## src/rtl/conv_layer_if.sv

```systemverilog
// ============================================================================
// Module      : conv_layer_if
// Description : Pixel stream bundle for conv_layer (enable, pixel in, sum out)
// Revision    : 1.0 - initial release
// ============================================================================
`default_nettype none

interface conv_layer_if #(
    parameter int D_WIDTH    = 8,
    parameter int Q_WIDTH    = 16,
    parameter int D_CHANNELS = 2,
    parameter int Q_CHANNELS = 2
);
    logic                          clk_en;
    logic [D_CHANNELS*D_WIDTH-1:0] input_data;
    logic [Q_CHANNELS*Q_WIDTH-1:0] output_data;
    logic                          valid;

    modport master (
        output clk_en,
        output input_data,
        input  output_data,
        input  valid
    );

    modport slave (
        input  clk_en,
        input  input_data,
        output output_data,
        output valid
    );
endinterface

`default_nettype wire

```

## src/rtl/conv_layer.sv

```systemverilog
// ============================================================================
// Module      : conv_layer
// Description : Streaming unit-weight 2-D window sum over all input channels
// Revision    : 1.0 - initial release
// ============================================================================
`default_nettype none

module conv_layer #(
    parameter int D_WIDTH     = 8,
    parameter int Q_WIDTH     = 16,
    parameter int D_CHANNELS  = 2,
    parameter int Q_CHANNELS  = 2,
    parameter int FILTER_SIZE = 2,
    parameter int IMAGE_SIZE  = 64
) (
    input  wire logic     clk,
    input  wire logic     rst,
    conv_layer_if.slave   bus
);

    localparam int DEPTH = (FILTER_SIZE - 1) * IMAGE_SIZE + (FILTER_SIZE - 1);
    localparam int PIX_W = D_CHANNELS * D_WIDTH;
    localparam int TAPS  = FILTER_SIZE * FILTER_SIZE;
    localparam int CNT_W = $clog2(DEPTH + 1);

    // Entry k holds the pixel accepted k enables ago
    logic [PIX_W-1:0] line_buf_q [1:DEPTH];
    logic [PIX_W-1:0] line_buf_d [1:DEPTH];
    logic [CNT_W-1:0] fill_count_q;
    logic [CNT_W-1:0] fill_count_d;

    logic [PIX_W-1:0]   w_tap_pix [TAPS];
    logic [Q_WIDTH-1:0] w_window_sum;

    always_comb begin
        line_buf_d   = line_buf_q;
        fill_count_d = fill_count_q;
        if (bus.clk_en) begin
            line_buf_d[1] = bus.input_data;
            for (int i = 2; i <= DEPTH; i++) begin
                line_buf_d[i] = line_buf_q[i-1];
            end
            if (fill_count_q < CNT_W'(DEPTH)) begin
                fill_count_d = fill_count_q + CNT_W'(1);
            end
        end
    end

    always_ff @(posedge clk) begin
        if (rst) begin
            for (int i = 1; i <= DEPTH; i++) begin
                line_buf_q[i] <= '0;
            end
            fill_count_q <= '0;
        end else begin
            line_buf_q   <= line_buf_d;
            fill_count_q <= fill_count_d;
        end
    end

    // Offset 0 is the pixel currently presented, which is not yet stored
    generate
        for (genvar r = 0; r < FILTER_SIZE; r++) begin : g_row
            for (genvar c = 0; c < FILTER_SIZE; c++) begin : g_col
                localparam int OFF = r * IMAGE_SIZE + c;
                if (OFF == 0) begin : g_live
                    assign w_tap_pix[0] = bus.input_data;
                end else begin : g_stored
                    assign w_tap_pix[r*FILTER_SIZE+c] = line_buf_q[OFF];
                end
            end
        end
    endgenerate

    always_comb begin
        w_window_sum = '0;
        for (int t = 0; t < TAPS; t++) begin
            for (int k = 0; k < D_CHANNELS; k++) begin
                w_window_sum = w_window_sum
                             + Q_WIDTH'(w_tap_pix[t][(D_CHANNELS-1-k)*D_WIDTH +: D_WIDTH]);
            end
        end
    end

    generate
        for (genvar q = 0; q < Q_CHANNELS; q++) begin : g_out
            assign bus.output_data[(Q_CHANNELS-1-q)*Q_WIDTH +: Q_WIDTH] = w_window_sum;
        end
    endgenerate

    assign bus.valid = (fill_count_q == CNT_W'(DEPTH));

endmodule

`default_nettype wire

```

## src/flat_wrapper.sv

```systemverilog
// flat-port wrapper written by rule: the top's interface ports become plain ports
module conv_layer_flat 
#(
    parameter int D_WIDTH     = 8,
    parameter int Q_WIDTH     = 16,
    parameter int D_CHANNELS  = 2,
    parameter int Q_CHANNELS  = 2,
    parameter int FILTER_SIZE = 2,
    parameter int IMAGE_SIZE  = 64
)
  (clk, rst, bus_clk_en, bus_input_data, bus_output_data, bus_valid);
  conv_layer_if #(.D_WIDTH(D_WIDTH), .Q_WIDTH(Q_WIDTH), .D_CHANNELS(D_CHANNELS), .Q_CHANNELS(Q_CHANNELS)) bus_i ();
  input  wire logic clk;
  input  wire logic rst;
  input wire logic [$bits(bus_i.clk_en)-1:0] bus_clk_en;
  input wire logic [$bits(bus_i.input_data)-1:0] bus_input_data;
  output wire logic [$bits(bus_i.output_data)-1:0] bus_output_data;
  output wire logic [$bits(bus_i.valid)-1:0] bus_valid;
  assign bus_i.clk_en = bus_clk_en;
  assign bus_i.input_data = bus_input_data;
  assign bus_output_data = bus_i.output_data;
  assign bus_valid = bus_i.valid;
  conv_layer #(.D_WIDTH(D_WIDTH), .Q_WIDTH(Q_WIDTH), .D_CHANNELS(D_CHANNELS), .Q_CHANNELS(Q_CHANNELS), .FILTER_SIZE(FILTER_SIZE), .IMAGE_SIZE(IMAGE_SIZE)) u_core (.clk(clk), .rst(rst), .bus(bus_i));
endmodule
```

## config.mk

```make
export PLATFORM = sky130hd
export DESIGN_NAME = conv_layer_flat
export DESIGN_NICKNAME = d
export VERILOG_FILES = /design/src/rtl/conv_layer_if.sv /design/src/rtl/conv_layer.sv /design/src/flat_wrapper.sv
export SDC_FILE = /design/constraint.sdc
export NUM_CORES = 2
export LEC_CHECK = 0
export CELL_PAD_IN_SITES_DETAIL_PLACEMENT = 2
export CELL_PAD_IN_SITES_GLOBAL_PLACEMENT = 2
export CORE_ASPECT_RATIO = 1.75
export CORE_MARGIN = 8
export CORE_UTILIZATION = 42
export CTS_CLUSTER_DIAMETER = 100
export DETAILED_ROUTE_END_ITERATION = 6
export DONT_BUFFER_PORTS = 1
export PLACE_DENSITY = 0.89
export SETUP_SLACK_MARGIN = 0.3
export SLEW_MARGIN = 20
export SYNTH_ARGS = -nofsm -noshare
export SYNTH_HDL_FRONTEND = slang
export SYNTH_SLANG_ARGS = --single-unit
export TNS_END_PERCENT = 5
```

## constraint.sdc

```tcl
create_clock -name clk -period 9.7 [get_ports clk]
set_input_delay 1.94 -clock clk [delete_from_list [all_inputs] [get_ports clk]]
set_output_delay 1.94 -clock clk [all_outputs]
set_load 0.01 [all_outputs]
```

After elaboration in Yosys (flattened, before gate mapping)
Cells that the tools add are included.
{ "totals": {"elab_cells": 77, "out_inout_bits": 33, "regBits": 1047, "input_bits": 19} }
{ "op_classes": {"eq_ne": 1, "magnitude_cmp": 1, "n_reduce_logical": 1, "addsub": 8} }
{ "ops": {"columns": ["op", "count"], "rows": [
  ["adder 16 x 8 -> 16 bit", 6],
  ["adder 8 x 8 -> 9 bit", 1],
  ["adder 7 x 1 -> 7 bit (second input constant)", 1],
  ["== test 7 bit (second input constant)", 1],
  ["less-than comparator 7 bit (second input constant)", 1],
  ["AND reduction 2 bit", 1]
]} }

Logic depth before layout (Yosys ltp)
{ "depth": {"ltp_word": 7, "ltp_mapped": 21, "depth_no_buf": 20} }

Worst setup path after synthesis
Ideal clock, no wire load.
{ "synth_path": {"kind": "input to output", "from": "input port bus_input_data[0]", "to": "output port bus_output_data[24]", "path_buffers": 1, "required_ps": 7760, "cell_stages": 20, "slack_ps": 1301, "arrival_time_ps": 6459, "cell_sequence": "ha_1 -> inv_1 -> fa_1 -> nor2b_1 -> o21ai_0 -> nand2_1 -> xor2_1 -> fa_1 -> inv_1 -> fa_1 -> fa_1 -> fa_1 -> inv_1 -> ha_1 -> and3_4 -> a2111oi_4 -> o21bai_2 -> a21oi_2 -> xnor2_1 -> buf_4"} }
{ "synth_via": {"elab_chain_cells": 7} }
{ "synth_lines": {"columns": ["element", "line_no", "source"], "rows": [
  ["from (decl)", "flat_wrapper.sv:16", "input wire logic [$bits(bus_i.input_data)-1:0] bus_input_data;"],
  ["adder 8 x 8 -> 9 bit", "conv_layer.sv:80", "+ Q_WIDTH'(w_tap_pix[t][(D_CHANNELS-1-k)*D_WIDTH +: D_WIDTH]);"],
  ["adder 16 x 8 -> 16 bit (6 in series)", "conv_layer.sv:80", null],
  ["to (decl)", "flat_wrapper.sv:17", "output wire logic [$bits(bus_i.output_data)-1:0] bus_output_data;"]
]} }
No other way between the ends.

Worst setup path after layout
{ "layout_path": {"from": "input port bus_input_data[0]", "to": "output port bus_output_data[9]"} }
The elaborated chain is that of the path after synthesis.

==> run metrics <==
result of the run finished, violations left; failing checks slew limit; Fin Clk Skew 0.0328 ns; Hold Startpoint u_core.line_buf_q[744]; Setup Crit Path Kind in2out; required time at the worst-slack endpoint 7.76 ns; first-pass GRT wire length 135000 um; FF/Latch Area 21000 sq um; maxcap violations 0; largest voltage drop on the vdd net 0.000159 V; post-synthesis cell area 38400 sq um; average via count per standard cell 4.98; Filler Cell Count 9274; total wirelength of the detailed-routed design 82900 um; IO Port Bufs 0; fraction of power consumed by combinational cells 5.1%; relative contribution of sequential cells to total power 49.5%; switching share of power 21.6%; via count of the first global-routing pass 26900; remaining global-route overflow 0; fraction of power consumed by the clock network 45.4%; average size of a mapped cell 10.7 sq um; post-detail-place hpwl 41300 um; dominant cell by count in the synthesized netlist sky130_fd_sc_hd__nor2_1; number of buffers added for setup after CTS 0; ratio of final minimum period to clock period 89.6%; Cell Pwr Density 207 nW/um^2; Iteration-0 DRC Markers 976; share of final-layout standard cells stronger than drive strength 1 4.91%; Critical R2R Capture u_core.fill_count_q[2]; total leakage power 18.6 nW; maximum clock insertion buffer count 3; Final GP Congestion 0.721; Register-to-Register Path Depth 5; area of the die 102000 sq um; worst-case register-to-register setup slack 8.06 ns; clock edge transition at the registers on the reported setup and hold paths 0.06 ns; predominant post-synthesis flop cell sky130_fd_sc_hd__dfxtp_1; final max-slew violation count 1012; Crit. End Element output port; Via Count 23500; synth unique cells 38; launch point of the critical path bus_input_data[0]; Initial DRT Pass Iterations 4; total number of clock tree sinks 1047; pre-CTS setup slack 0.965 ns; horizontal die dimension 245 um; cells taking the most area after synthesis sky130_fd_sc_hd__dfxtp_1 55%, sky130_fd_sc_hd__mux2i_1 27%, sky130_fd_sc_hd__nor2_1 10%; fraction of registers with async set or reset after synthesis 0%; Critical Path Start Type primary input; critical path endpoint bus_output_data[9]; hold path depth 2; time the final worst path needs with I/O delays and setup 8.69 ns; post-route setup slack 1.01 ns; final routed DRC violation total 0; Clock Root Buffer sky130_fd_sc_hd__clkbuf_16; reg2reg start u_core.fill_count_q[3]; depth of the CTS H-tree 3; number of resized instances in the post-cts repair step 0; combined area of the multi-input logic cells 16000 sq um; switching component of the power 1.88 mW; number of flops mapped to enable cells by yosys 0; post-route antenna net violation count 0; CTS tree built; Final #Nets 3531; Syn. warnings 0; register bit total from synthesis 1047; worst-path fanout max 4; instance count of the mapped netlist 3591; Vert. Die Dim 416 um; maximum operating frequency 0.115 GHz; top-area cell type share of the netlist area 54.6%; count of inserted antenna diode cells 0; layout overhead on the synthesized area 9.58%; Std-Cell Core Area 91200 sq um; CTS Hold Buffers Added 0; clock latency at the later pin of the worst-skew pair 0.69 ns; number of ports placed on the die boundary 52; number of cell rows 147; largest net degree at the start of global routing 1048; worst hold path class reg2reg; Initial Utilization 42.1%; post-synthesis sequential area ratio 54.6%; worst-margin pin slew 6.05 ns; setup repair after global routing missed its margin no; count of endpoints failing hold in the final timing report 0; critical path arrival 6.75 ns; number of endpoints failing setup at the final stage 0; worst slew margin relative to its limit -303%; initial antenna violation count 0; library cell occupying the most area in the post-synthesis netlist sky130_fd_sc_hd__dfxtp_1; clock buffers created by TritonCTS 96; internal power 6.83 mW; Avg WL per Cell 17.6 um; aggregate global-route resource usage 15.8%; final-layout setup total negative slack 0 ns; list of most frequent post-synthesis cells 1050 x sky130_fd_sc_hd__nor2_1, 1047 x sky130_fd_sc_hd__dfxtp_1, 1040 x sky130_fd_sc_hd__mux2i_1, 109 x sky130_fd_sc_hd__clkbuf_1, 87 x sky130_fd_sc_hd__buf_2
[critical path, stage by stage]
cell and delay, ns:
sky130_fd_sc_hd__ha_1 0.16, sky130_fd_sc_hd__inv_1 0.06, sky130_fd_sc_hd__fa_1 0.40, sky130_fd_sc_hd__nor2b_1 0.12, sky130_fd_sc_hd__o21ai_0 0.11, sky130_fd_sc_hd__a21oi_1 0.24
sky130_fd_sc_hd__a211oi_1 0.09, sky130_fd_sc_hd__xnor2_1 0.16, sky130_fd_sc_hd__fa_1 0.48, sky130_fd_sc_hd__inv_1 0.05, sky130_fd_sc_hd__fa_1 0.50, sky130_fd_sc_hd__fa_1 0.49
sky130_fd_sc_hd__fa_1 0.50, sky130_fd_sc_hd__inv_1 0.04, sky130_fd_sc_hd__ha_1 0.36, sky130_fd_sc_hd__a21o_1 0.20, sky130_fd_sc_hd__a21oi_1 0.22, sky130_fd_sc_hd__o21ai_0 0.18
sky130_fd_sc_hd__xor2_1 0.43
[how the worst min path moves through the flow]
stage / endpoint / slack [ns]
2_1_floorplan: u_core.line_buf_q[1000] / 0.46
3_3_place_gp: u_core.line_buf_q[148] / 0.47
3_5_place_dp: u_core.line_buf_q[742] / 0.48
4_1_cts: u_core.line_buf_q[728] / 0.49
5_1_grt: u_core.line_buf_q[728] / 0.50
6_report: u_core.line_buf_q[728] / 0.47
[cells by family after synthesis]
| logic type | Yosys count | share of synthesized area, % |
|---|---|---|
| AO/OA/AOI/OAI | 27 | 0.547 |
| XOR/XNOR | 19 | 0.433 |
| adder cells (fa/ha/maj) | 64 | 2.85 |
| buffers and inverters | 318 | 3.88 |
| flip-flops | 1047 | 54.6 |
| multiplexers | 1040 | 27.1 |
| other | 1 | 0.00976 |
| AND/OR/NAND/NOR | 1075 | 10.6 |
[flip-flops by register name (all words and copies together) (netlist names)]
signal,cells
u_core.fill_count_q,7
u_core.line_buf_q,1040
[metrics by stage]
| stage | utilization [%] | area, sq um | std cells | hold WS [ns] | power [mW] |
|---|---|---|---|---|---|
| after floorplan | - | 38400 | 3598 | 0.460 | 4.86 |
| after global placement | 42.4 | 38700 | 4538 | 0.471 | 4.71 |
| after detailed placement | 42.4 | 38700 | 4538 | 0.484 | 4.71 |
| final | 46.2 | 42100 | 4717 | 0.475 | 8.71 |
| after CTS | 46.0 | 42000 | 4713 | 0.486 | 8.71 |
| after global routing | 46.2 | 42100 | 4717 | 0.501 | 8.95 |
[final cells by class]
class	instances	share of cell area (%)
Timing Repair Buffer	4	0.262
Multi-Input combinational cell	2233	38.0
Clock buffer	132	6.58
Tap cell	1192	3.54
Clock inverter	43	1.25
Sequential cell	1047	49.8
Inverter	66	0.588
[power by group through the flow]
stage / clock network (mW) / registers [mW] / logic, mW
2_1_floorplan: 0 / 4.41 / 0.447
3_3_place_gp: 0 / 4.41 / 0.292
3_5_place_dp: 0 / 4.41 / 0.298
4_1_cts: 4.09 / 4.32 / 0.303
5_1_grt: 4.24 / 4.31 / 0.399
6_report: 3.95 / 4.32 / 0.445
[cells in the final DEF (no fill, tap or decap), drive strengths merged, types with 3 or more instances in the layout]
master,netlist,routed
nor2,1050,1050
dfxtp,1047,1047
mux2i,1040,1040
clkbuf,109,132
inv,66,69
fa,39,39
clkinv,0,28
ha,25,25
xnor2,10,10
bufinv,0,10
xor2,9,9
a21oi,9,9
conb,1,8
a21o,5,5
nand2,4,4
buf,143,4
and3,4,4
a211oi,3,3
nand3,3,3
and2,3,3
nor3,3,3
o21ai,3,3
[metal layers]
metal,GRT usage [%],up-vias,share of wire [%]
li1,-,11500,-
met4,5.90,0,2.8
met5,0,-,0
met3,2.41,145,2.3
met2,32.2,205,57
met1,15.5,11600,38
Note: power is estimated with default switching activity, not from simulation.
